$ cat config.mk
export PLATFORM = sky130hd
export DESIGN_NAME = timer_scheduler
export DESIGN_NICKNAME = d
export VERILOG_FILES = /design/src/rtl/timer_scheduler_pkg.sv /design/src/rtl/timer_scheduler_rr_arbiter.sv /design/src/rtl/timer_scheduler.sv
export SDC_FILE = /design/constraint.sdc
export NUM_CORES = 1
export LEC_CHECK = 0
export CAP_MARGIN = 10
export CORE_MARGIN = 5
export CORE_UTILIZATION = 44
export DETAILED_ROUTE_END_ITERATION = 10
export PLACE_DENSITY = 0.83
export SKIP_CTS_REPAIR_TIMING = 1
export SYNTH_ARGS = -nofsm -noshare
export SYNTH_HDL_FRONTEND = slang
export SYNTH_HIERARCHICAL = 1
export SYNTH_SLANG_ARGS = --single-unit
$ cat constraint.sdc
create_clock -name clock -period 3.15 [get_ports clock]
set_input_delay 0.315 -clock clock [delete_from_list [all_inputs] [get_ports clock]]
set_output_delay 0.315 -clock clock [all_outputs]
set_load 0.05 [all_outputs]
$ cat src/rtl/timer_scheduler_pkg.sv
// Shared definitions for the timer scheduler: FSM state encoding and
// default sizing constants.
package timer_scheduler_pkg;

  localparam int DEF_NREQ  = 4;
  localparam int DEF_WIDTH = 32;

  typedef enum logic [1:0] {
    IDLE = 2'd0,
    LOAD = 2'd1,
    RUN  = 2'd2,
    DONE = 2'd3
  } state_t;

endpackage

$ cat src/rtl/timer_scheduler_rr_arbiter.sv
// Round-robin arbiter: scans requests starting at ptr, wrapping modulo NREQ,
// and returns the first asserted request as a one-hot winner.
module rr_arbiter
  import timer_scheduler_pkg::*;
#(
  parameter int NREQ  = DEF_NREQ,
  parameter int PTR_W = (NREQ > 1) ? $clog2(NREQ) : 1
) (
  input  logic [NREQ-1:0]  req,
  input  logic [PTR_W-1:0] ptr,
  output logic [NREQ-1:0]  winner,
  output logic             valid
);

  logic [PTR_W-1:0] idx;

  // Priority scan ptr, ptr+1, ... ; first hit wins, later hits are masked by valid
  always_comb begin
    winner = '0;
    valid  = 1'b0;
    idx    = '0;
    for (int i = 0; i < NREQ; i++) begin
      idx = PTR_W'((int'(ptr) + i) % NREQ);
      if (!valid && req[idx]) begin
        winner[idx] = 1'b1;
        valid       = 1'b1;
      end
    end
  end

endmodule

$ cat src/rtl/timer_scheduler.sv
// Timer scheduler: NREQ requesters share one down-counter, served one at a
// time in round-robin order. Each grant loads the winner's delay, counts it
// down to zero and pulses done to the owner.
// Optional feature: define TIMER_SCHED_ABORT_EN to add an abort input that
// cancels the active timer (no done pulse) from LOAD or RUN.
module timer_scheduler
  import timer_scheduler_pkg::*;
#(
  parameter int NREQ  = DEF_NREQ,
  parameter int WIDTH = DEF_WIDTH
) (
  input  logic                  clock,
  input  logic                  reset,
`ifdef TIMER_SCHED_ABORT_EN
  input  logic                  abort,
`endif
  input  logic [NREQ-1:0]       req,
  input  logic [NREQ*WIDTH-1:0] req_delay,
  output logic [NREQ-1:0]       grant,
  output logic [NREQ-1:0]       done,
  output logic                  busy,
  output logic [WIDTH-1:0]      count
);

  localparam int PTR_W = (NREQ > 1) ? $clog2(NREQ) : 1;

  state_t           state;
  logic [PTR_W-1:0] ptr;
  logic [PTR_W-1:0] win_idx;
  logic [NREQ-1:0]  arb_winner;
  logic             arb_valid;
  logic [PTR_W-1:0] arb_idx;
  logic [WIDTH-1:0] delay_arr [NREQ];

  function automatic logic [PTR_W-1:0] next_ptr(input logic [PTR_W-1:0] w);
    return (w == PTR_W'(NREQ - 1)) ? '0 : w + PTR_W'(1);
  endfunction

  for (genvar g = 0; g < NREQ; g++) begin : g_delay
    assign delay_arr[g] = req_delay[g*WIDTH +: WIDTH];
  end

  rr_arbiter #(
    .NREQ  (NREQ),
    .PTR_W (PTR_W)
  ) u_arb (
    .req    (req),
    .ptr    (ptr),
    .winner (arb_winner),
    .valid  (arb_valid)
  );

  // One-hot winner to index, kept so the owner's delay slice and next pointer are cheap to form
  always_comb begin
    arb_idx = '0;
    for (int i = 0; i < NREQ; i++) begin
      if (arb_winner[i]) arb_idx = PTR_W'(i);
    end
  end

  assign busy = (state != IDLE);

  // Scheduler FSM: arbitrate in IDLE, load delay, count down, pulse done, advance pointer
  always_ff @(posedge clock or posedge reset) begin
    if (reset) begin
      state   <= IDLE;
      grant   <= '0;
      done    <= '0;
      count   <= '0;
      ptr     <= '0;
      win_idx <= '0;
    end else begin
      done <= '0;
`ifdef TIMER_SCHED_ABORT_EN
      if (abort && (state == LOAD || state == RUN)) begin
        state <= IDLE;
        grant <= '0;
        count <= '0;
        ptr   <= next_ptr(win_idx);
      end else
`endif
      case (state)
        IDLE: begin
          if (arb_valid) begin
            grant   <= arb_winner;
            win_idx <= arb_idx;
            state   <= LOAD;
          end
        end
        LOAD: begin
          count <= delay_arr[win_idx];
          state <= RUN;
        end
        RUN: begin
          if (count == '0) begin
            done  <= grant;
            state <= DONE;
          end else begin
            count <= count - WIDTH'(1);
          end
        end
        DONE: begin
          ptr   <= next_ptr(win_idx);
          grant <= '0;
          state <= IDLE;
        end
        default: state <= IDLE;
      endcase
    end
  end

endmodule

==> metrics <==
Post-synth EDFFs 0; P&R area growth vs syn 46.7%; Clk Latency, worst-skew pair 300 ps; H-tree Lvls 2; Synth async-reset ratio 100%; share of cells above drive strength 1 13.7%; reg2reg path depth 8; root buffer cell clkbuf_8; die height 107 um; number of buffers created by CTS 5; remaining antenna violation count 0; reg2reg end count[4]; register area 1150 sq um; status completed; crit path DAT 3140 ps; Tmin final 2930 ps; placed cell area 5940 sq um; library cells used by synthesis 70; leading cell types by count after synthesis dfrtp_1 (46), nor2_1 (38), nand2_1 (34), mux4_2 (33), clkbuf_1 (21); boundary pin count 175; Primary FF master, synth dfrtp_1; grt total ovfl 0; hold path depth 1; Slew HR 32.8%; Core ar. 9200 sq um; main combinational cell family by area after synthesis simple AND/OR/NAND/NOR gates; CTS max path bufs 2; TNS Setup 0 ps; worst slew pin tran 1010 ps; initial antenna violation count 0; power per cell area 920 nW/um^2; MaxCap Viol Count 0; crit end category flip-flop; Hold Path Origin grant[1]; Pins Over Slew Limit 0; NumNets Final 736; Synth Area in Adders 3.64%; GRT Overall Usage 24.7%; synthesized flop and latch total 46; Worst EP required 3360 ps; Max Clock Skew 13.0 ps; post-synthesis simple-gate area fraction 22.9%; Initial Utilization 44.9%; Static Leak 2.27 nW; timing-limited maximum frequency 342 MHz; Routed WL 14.5 mm; DP Wirelength 11.2 mm; Tightest Hold Check Type reg2reg; CTS tree done; Filler cells 728; Synth Cell Area 4130 sq um; post-layout util 65.9%; row cnt 35; post-synth top area cell dfrtp_1; area share of the largest cell type after synthesis 27.9%; vias 4492; Sink Count 46; critical path class reg2reg; Startpoint Class flip-flop; Setup Viol. Count Final 0; hold path endpoint done[1]; share of the yosys chip area belonging to registers 27.9%; vias in the first global route 4514; period utilisation layout 92.9%; ant diodes 0; CTS clock-pin slew for the worst setup and hold paths 90 ps; Synth area leaders dfrtp_1 (28%), mux4_2 (18%), ha_1 (3.6%); Final Wtd Congestion 1.04; Post-Synth XOR/XNOR Area 0.636%; Die X-Extent 107 um; crit-path max FO 11; Post-Syn Nets 577; count leader, synth dfrtp_1; post-route cell area 6060 sq um; post-synthesis compound-gate area fraction 16.9%; mean post-synth cell area 9.58 sq um; synthesized instance count 431; Worst R2R Start count[0]; DRC viols 0; drt pass-1 iters 5; wire per inst 20.6 um; Ys Warns 6; Die Area 11400 sq um; VDD IR max 0.464 mV; 1st-iter DRT viols 422; multi-input logic area 2750 sq um; buffers added on ports 174; RSZ-0062 raised after global routing false; Via-to-Cell Ratio 6.40; global-route wire length before repair 22.8 mm; largest net degree at the start of global routing 47; r2r setup slk 220 ps; Hold Vio Cnt, Final 0; mux cell area share after synthesis 22.6%
-- worst max-delay path: stages, from the launching register on --
cell and delay, ps:
dfrtp_1 450, inv_1 90, ha_1 240, or4b_2 710, nor2_1 470, nand4_1 240
buf_4 250, nor4b_1 150, nor4_1 240
-- where the power goes --
part	total [W]	internal (W)	switching [W]
registers	0.00123	0.000849	0.000382
clock network	0.000462	0.000259	0.000203
logic	0.00388	0.00162	0.00226
total	0.00557	0.00272	0.00285
-- through the flow --
stage	total power (W)	worst slack, ps	cells	hold WS (ps)
floorplan	0.00390	368	431	531
CTS	0.00556	316	702	556
finish	0.00557	224	702	551
global placement	0.00496	437	694	519
global route	0.00591	96.9	702	583
detailed placement	0.00509	314	694	539
-- per-layer routing --
layer,track usage (%),wire length [um],vias up
li1,-,-,2003
met1,28.8,5360,2198
met2,45.4,7530,257
met3,4.39,1200,34
met4,8.68,373,0
met5,0,0,-
-- worst max path at each step --
| stage | from | endpoint | slack [ps] | cells after the start |
|---|---|---|---|---|
| floorplan | count[7] | count[25] | 370 | 8 |
| global placement | count[0] | count[4] | 440 | 8 |
| detailed placement | count[0] | count[4] | 310 | 8 |
| CTS | count[0] | count[4] | 320 | 8 |
| global route | count[0] | state[1] | 100 | 7 |
| finish | count[0] | count[4] | 220 | 8 |
-- kinds of logic after synthesis --
kind of cell    count (synthesis)
xor+xnor                        3
mux                            51
flops                          46
buf+inv                        50
fa+ha+maj                      12
compound gates                 95
simple gates                  174
-- state kept, by name (all words and copies together) (netlist names) --
| register | flops |
|---|---|
| state | 2 |
| win_idx | 2 |
| grant | 4 |
| done | 4 |
| count | 32 |
| ptr | 2 |
-- cells in the final DEF (no fill, tap or decap), types with 7 or more instances in the layout --
master,Yosys,layout
nand3_1,15,15
buf_4,0,13
o21ai_0,13,13
a211oi_1,8,8
mux2i_1,11,11
nor4_1,11,11
nor2_1,38,38
a31oi_1,10,10
mux2_2,7,7
nand4_1,8,8
ha_1,12,12
a21oi_1,14,14
inv_1,14,13
dfrtp_1,46,45
clkdlybuf4s50_1,0,174
mux4_2,33,33
nor3_1,15,15
nand2_1,34,34
o22ai_1,10,10
-- cell type report --
cell class,instances,area share (%)
multi-input cells,335,45.5
repair buffers,187,30.4
flip-flops and latches,46,19.0
well taps,111,2.29
clock buffers,7,1.43
inverters,15,0.930
clock inverters,1,0.496
(Power assumes the default switching activity.)
